[src/rtl/uart_rx_oversample.sv]
// 8N1 UART receiver with 16x oversampling and a 3-sample majority vote at mid-bit.
// A stop bit sampled low reports a framing error, and the block then waits for the line to return high.
//
// state   | meaning
// s_idle  | line idle, waiting for rxs to fall
// s_start | validating the start bit (a glitch returns to idle)
// s_data  | shifting in 8 data bits, LSB first
// s_stop  | sampling the stop bit
// s_brk   | stop bit was low, waiting for the line to return high
module uart_rx_oversample #(
   parameter int clk_freq  = 1000000,
   parameter int baud_rate = 9600
) (
   input  logic       clk,
   input  logic       rst,
   input  logic       rx,
   output logic [7:0] doutrx,
   output logic       donerx,
   output logic       ferr,
   output logic       busy
);

   localparam int div_clks = clk_freq / (baud_rate * 16);
   localparam int dw       = (div_clks > 1) ? $clog2(div_clks) : 1;
   localparam logic [dw-1:0] div_load = dw'(div_clks - 1);

   typedef enum logic [2:0] {s_idle, s_start, s_data, s_stop, s_brk} state_t;

   state_t        state;
   logic          rx_meta, rxs;
   logic [dw-1:0] div_cnt;
   logic [3:0]    tick_cnt;
   logic [2:0]    bit_cnt;
   logic [7:0]    shift_reg;
   logic          smp7, smp8;
   logic          tick, vote, wrap, maj;

   assign tick = (div_cnt == '0);
   assign vote = tick && (tick_cnt == 4'd9);
   assign wrap = tick && (tick_cnt == 4'd15);
   // the third vote is the live sample taken at tick count 9
   assign maj  = (smp7 & smp8) | (smp7 & rxs) | (smp8 & rxs);

   always_ff @(posedge clk) begin
      if (rst) begin
         rx_meta   <= 1'b1;
         rxs       <= 1'b1;
         state     <= s_idle;
         div_cnt   <= '0;
         tick_cnt  <= '0;
         bit_cnt   <= '0;
         shift_reg <= '0;
         smp7      <= 1'b0;
         smp8      <= 1'b0;
         doutrx    <= 8'h00;
         donerx    <= 1'b0;
         ferr      <= 1'b0;
         busy      <= 1'b0;
      end else begin
         rx_meta <= rx;
         rxs     <= rx_meta;
         donerx  <= 1'b0;
         ferr    <= 1'b0;

         if (state != s_idle) begin
            if (tick) begin
               div_cnt  <= div_load;
               tick_cnt <= tick_cnt + 4'd1;
            end else begin
               div_cnt <= div_cnt - 1'b1;
            end
            if (tick && tick_cnt == 4'd7) smp7 <= rxs;
            if (tick && tick_cnt == 4'd8) smp8 <= rxs;
         end

         case (state)
            s_idle: begin
               // divider restarts here so sampling is phased to the start edge
               if (!rxs) begin
                  state    <= s_start;
                  busy     <= 1'b1;
                  div_cnt  <= div_load;
                  tick_cnt <= '0;
                  bit_cnt  <= '0;
               end
            end
            s_start: begin
               if (vote && maj) begin
                  state <= s_idle;
                  busy  <= 1'b0;
               end else if (wrap) begin
                  state <= s_data;
               end
            end
            s_data: begin
               if (vote) shift_reg <= {maj, shift_reg[7:1]};
               if (wrap) begin
                  if (bit_cnt == 3'd7) state <= s_stop;
                  bit_cnt <= bit_cnt + 3'd1;
               end
            end
            s_stop: begin
               // leave at mid stop bit so a back-to-back start edge is not missed
               if (vote) begin
                  if (maj) begin
                     doutrx <= shift_reg;
                     donerx <= 1'b1;
                     state  <= s_idle;
                     busy   <= 1'b0;
                  end else begin
                     ferr  <= 1'b1;
                     state <= s_brk;
                  end
               end
            end
            s_brk: begin
               if (rxs) begin
                  state <= s_idle;
                  busy  <= 1'b0;
               end
            end
            default: begin
               state <= s_idle;
               busy  <= 1'b0;
            end
         endcase
      end
   end

endmodule

[config.mk]
export PLATFORM = sky130hd
export DESIGN_NAME = uart_rx_oversample
export DESIGN_NICKNAME = d
export VERILOG_FILES = /design/src/rtl/uart_rx_oversample.sv
export SDC_FILE = /design/constraint.sdc
export NUM_CORES = 1
export LEC_CHECK = 0
export BUFFER_PORTS_ARGS = -buffer_cell sky130_fd_sc_hd__buf_2
export CAP_MARGIN = 20
export CELL_PAD_IN_SITES_DETAIL_PLACEMENT = 1
export CELL_PAD_IN_SITES_GLOBAL_PLACEMENT = 2
export CORE_ASPECT_RATIO = 0.7
export CORE_MARGIN = 2
export CORE_UTILIZATION = 38
export CTS_BUF_LIST = sky130_fd_sc_hd__clkbuf_4 sky130_fd_sc_hd__clkbuf_8
export CTS_CLUSTER_SIZE = 20
export DETAILED_ROUTE_END_ITERATION = 12
export HOLD_SLACK_MARGIN = 0.15
export PLACE_DENSITY_LB_ADDON = 0.1
export SYNTH_ARGS = -nofsm -noshare
export SYNTH_HDL_FRONTEND = slang
export SYNTH_SLANG_ARGS = --single-unit
export TNS_END_PERCENT = 10
[constraint.sdc]
create_clock -name clk -period 2 [get_ports clk]
set_clock_uncertainty 0.05 [all_clocks]
set_input_delay 0.1 -clock clk [delete_from_list [all_inputs] [get_ports clk]]
set_output_delay 0.1 -clock clk [all_outputs]
set_load 0.05 [all_outputs]
# --- Yosys cells after proc, flatten, opt, wreduce, memory -nomap -nowiden ---
# Cells that the tools add are included.
totals:
  register_bits: 36
  wordCells: 86
  input_bits: 3
classes:
  n_mux: 28
  n_addsub: 3
  reduce_logical: 17
  bitwise: 8
  n_eq_ne: 17
op_table:
  columns: ["op", "n"]
  rows:
  - ["two-way mux 3 bit", 14]
  - ["two-way mux 4 bit", 4]
  - ["case mux 3 bit (5 select lines)", 1]
  - ["inequality test 2 bit (second input constant)", 7]
  - ["equality test 4 bit (second input constant)", 3]
  - ["AND reduction 6 bit", 2]
  - ["two-way mux 1 bit", 7]
  - ["equality test 3 x 2 -> 1 bit (second input constant)", 2]
  - ["equality test 3 bit (second input constant)", 2]
  - ["logical NOT 3 bit", 2]
  - ["case mux 3 bit (2 select lines)", 1]
  - ["AND reduction 2 bit", 3]
  - ["AND reduction 3 bit", 2]
  - ["logical AND 1 bit", 5]
  - ["case mux 1 bit (5 select lines)", 1]
  - ["adder 4 x 1 -> 4 bit (second input constant)", 1]
  - ["equality test 4 x 3 -> 1 bit (second input constant)", 1]
  - ["adder 3 x 1 -> 3 bit (second input constant)", 1]
  - ["bitwise AND 1 bit", 3]
  - ["equality test 3 x 1 -> 1 bit (second input constant)", 1]
  - ["inequality test 3 bit (second input constant)", 1]
  - ["inverter 1 bit", 3]
  - ["nonzero test 3 bit", 1]
  - ["OR reduction 3 bit", 1]
  - ["3 further kinds", 4]

# --- Depth between registers and ports, before layout ---
depth:
  ltp_word: 6
  depth_mapped: 8
  depth_no_buf: 6

# --- Least setup slack after synthesis ---
# No wires, ideal clock.
synth_timing:
  kind: "register -> register"
  from: "register state[0]"
  to: "register tick_cnt[3]"
  required_ns: 1.885
  synth_period_minus_slack_ns: 1.760
  setup_time_ns: 0.065
  path_stages_with_launch: 9
  path_slack_ns: 0.240
  arrival_time_ns: 1.645
  path_cell_list: "dfxtp_1 > buf_6 > or3_4 > buf_6 > and2_4 > buf_6 > nand4_1 > mux2_2 > nor2_1"
synth_between:
  elab_chain_len: 4
synth_rtl:
  columns: ["item", "line", "text"]
  rows:
  - ["start: declaration", "29", "state_t state;"]
  - ["start signal: assignment", "48", "state <= s_idle;"]
  - ["start signal: assignment", "80", "state <= s_start;"]
  - ["start signal: assignment", "89", "state <= s_idle;"]
  - ["nonzero test 3 bit", "65", "if (state != s_idle) begin"]
  - ["two-way mux 4 bit", "65", null]
  - ["two-way mux 4 bit", "79", "if (!rxs) begin"]
  - ["two-way mux 4 bit (*)", "76", "case (state)"]
  - ["end signal: assignment", "68", "tick_cnt <= tick_cnt + 4'd1;"]
  - ["end: declaration", "32", "logic [3:0] tick_cnt;"]
# Mark *: on every way between the ends. The rest lies on a longest branch, timed or not.
# A chain may end at the register's enable or synchronous reset.

# --- Final worst setup path ---
layout_timing:
  from: "register tick_cnt[1]"
  to: "register state[2]"
layout_between:
  elab_chain_len: 5
layout_rtl:
  columns: ["item", "line", "text"]
  rows:
  - ["equality test 4 bit", "39", "assign vote = tick && (tick_cnt == 4'd9);"]
  - ["logical AND 1 bit", "39", null]
  - ["logical AND 1 bit", "88", "if (vote && maj) begin"]
  - ["inequality test 3 bit (no source line) / two-way mux 3 bit (equally long branches)", null, null]
  - ["AND reduction 6 bit (no source line) / case mux 3 bit (5 select lines) (equally long branches)", null, null]
  - ["end signal: assignment", "48", null]
  - ["end signal: assignment", "89", null]
  - ["end signal: assignment", "92", "state <= s_data;"]
# Parallel ways exist; a longest one is shown, timed or not.

==> results.ini <==
[critical_path]
timing.rr.start = tick_cnt[1]
path_cells = ha_2 > and3_1 > nand3_1 > a221o_1 > or4_1 > a21oi_1
reg2reg_setup_slack_ps = 80
crit_family = simple AND/OR/NAND/NOR gates
r2r_end = state[2]
slowest_delay_ps = 430
cp_max_fo = 5
crit_path_top_delay_cell = or4_1
critPathCaptureType = register
crit_required_ps = 2150
cp-start-kind = register
worstRegToRegCells = 6
path_buf_inv = 0
path_class = reg2reg
critical_path_arrival_ps = 2080

[drt]
via_per_inst = 5.22
routed_wl_um = 3490
drt-pass1-iter-count = 4
routedWlPerCell_um = 14.5
drc = 0
initialDrtViolationCount = 42
antenna_left = 0
vias = 1253

[logic_synthesis]
synth.area.mux_share = 0.133
yosysMostFrequentCell = dfxtp_1
yosysSeqAreaShare = 0.452
avgSynthCellArea_um2 = 9.38
synthTopCellsByCount = dfxtp_1 (36), nor2_1 (31), mux2i_1 (19)
yosysTopAreaCell = dfxtp_1
netlist_area_um2 = 1590
syn_inst = 170
synth-seq-cells = 36
yosysWarnings = 0
async_flop_share = 0
yosysUniqueCellTypes = 41
yosys-top-cells-area = dfxtp_1 (45%), mux2i_1 (12%), nor2_1 (7.3%), ha_1 (3.9%), a21oi_1 (2.8%)
ys.flop_type = dfxtp_1
synth_edf_count = 0
synth_top_area_frac = 0.452
synthAdderAreaFrac = 0.0518
synth_compound_area_frac = 0.0785
syn-num-nets = 178
synth-xor-area-share = 0.00549
synth-simple-area-share = 0.225
synth_top_family_by_area = simple AND/OR/NAND/NOR gates

[hold_path]
holdPathEnd = tick_cnt[3]
min_path_cells = 2
hp-start = rst
hp-class = in2reg

[timing]
slew_headroom = 0.585
period_needed_ps = 1920
tightest_slew_ps = 623
drv_slew = 0
rsz0062_at_grt = false
final_hold_viol_count = 0
finalCritPeriodShare = 0.962
tns_ps = 0
max_freq_mhz = 520
setup_viol = 0

[clocking]
cts_tree = built
cts_root_buffer = clkbuf_8
cts_sinks = 36
clkLatencyLatePin_ps = 280
clk_pin_slew_ps = 70
cts_max_path_buffers = 2
numCtsBuffers = 5
ctsHtreeMaxLevel = 2

[global_routing]
grt_antenna_before_repair = 0
grt_pass1_wl_um = 5770
grt_overflow_total = 0
grt_max_degree = 37
grtUsageTotal = 0.161
grt_pass1_vias = 1238

[status]
status = completed

[finish]
layout.cells.non_filler = 240
finalInstanceArea_um2 = 1830
final_net_count = 195
syn_to_final_growth_pct = 14.9
drive_gt1_frac = 0.223
antenna_cells = 0

[floorplanning]
io_pins = 14
fp.dieH_um = 58.2
start_util = 0.402
dieArea_um2 = 4740
die_x_um = 81.4
core-area_um2 = 3970
row_count = 19

[power]
leakage_uw = 0.000781
power_density_nw_per_um2 = 1070
ir_drop_mv = 0.447

[placement]
dpl_cell_area_um2 = 1700
gp_congestion = 0.744
portBuffers = 13
hpwl_um = 2430
placed_cells = 229

[flow_run]
drv_cap = 0

## layout make-up
cell class / count / area [µm²]
repair buffers: 21 / 140
well taps: 52 / 65.1
multi-input cells: 119 / 791
clock buffers: 7 / 90.1
flip-flops and latches: 36 / 723
clock inverters: 1 / 7.51
fillers: 458 / 2140
inverters: 4 / 15.0
## layer usage
layer | part of all wire | track usage
met1 | 0.48 | 0.206
met2 | 0.48 | 0.261
met3 | 0.033 | 0.0467
met4 | 0.0097 | 0.0581
met5 | 0 | 0
## worst max path at each step
stage                 from          end  slack (ps)  cells after the start
5_1_grt        tick_cnt[1]     state[2]          10                      6
2_1_floorplan     state[0]  tick_cnt[3]         240                      8
3_5_place_dp   tick_cnt[0]     state[2]         120                      6
3_3_place_gp      state[2]     state[2]         190                      5
4_1_cts        tick_cnt[0]     state[2]          50                      6
6_report       tick_cnt[1]     state[2]          80                      6
## layout by cell type (no fill, tap or decap), types with 2 or more instances in the layout
master	Yosys	layout
nand2_1	10	10
ha_1	5	4
or2_2	2	2
nor2_1	31	31
buf_2	2	13
a21oi_1	9	9
inv_1	4	4
dfxtp_1	36	34
nor3_1	4	4
dfxtp_2	0	2
mux2_2	2	2
or3_1	3	3
nand4_1	3	3
maj3_1	2	2
o21ai_0	4	4
mux2i_1	19	19
a211oi_1	2	2
buf_4	1	6
nand3_1	2	2
clkbuf_8	0	6
## power by group
| group | leakage [µW] | switching (µW) | internal [µW] |
|---|---|---|---|
| registers | 0.000293 | 95.6 | 777 |
| clock network | 0.0000479 | 251 | 293 |
| logic | 0.000441 | 311 | 227 |
| total | 0.000781 | 658 | 1300 |
## metrics by stage
stage	power [µW]	util	setup slack, ps	hold slack, ps
4_1_cts	1930	0.456	45.1	274
5_1_grt	2080	0.461	10.3	297
6_report	1960	0.461	75.9	266
3_5_place_dp	1380	0.429	117	238
2_1_floorplan	1330	-	240	154
3_3_place_gp	1350	0.429	195	235
## kinds of logic after synthesis
logic type / count (synthesis)
buffers and inverters: 15
and+or+nand+nor: 70
xor gates and xnor gates: 1
DFF: 36
adders and majority gates: 7
muxes: 21
AOI/OAI and AO/OA: 20
## timing repair
action / CTS / global route
endpoints found under the hold margin: 1 / 0
hold buffers: 1 / 0
gates resized for setup: 0 / 3
endpoints found under the setup margin: 0 / 1
setup buffers: 0 / 2
No activity file was read; power rests on OpenSTA's default activity.
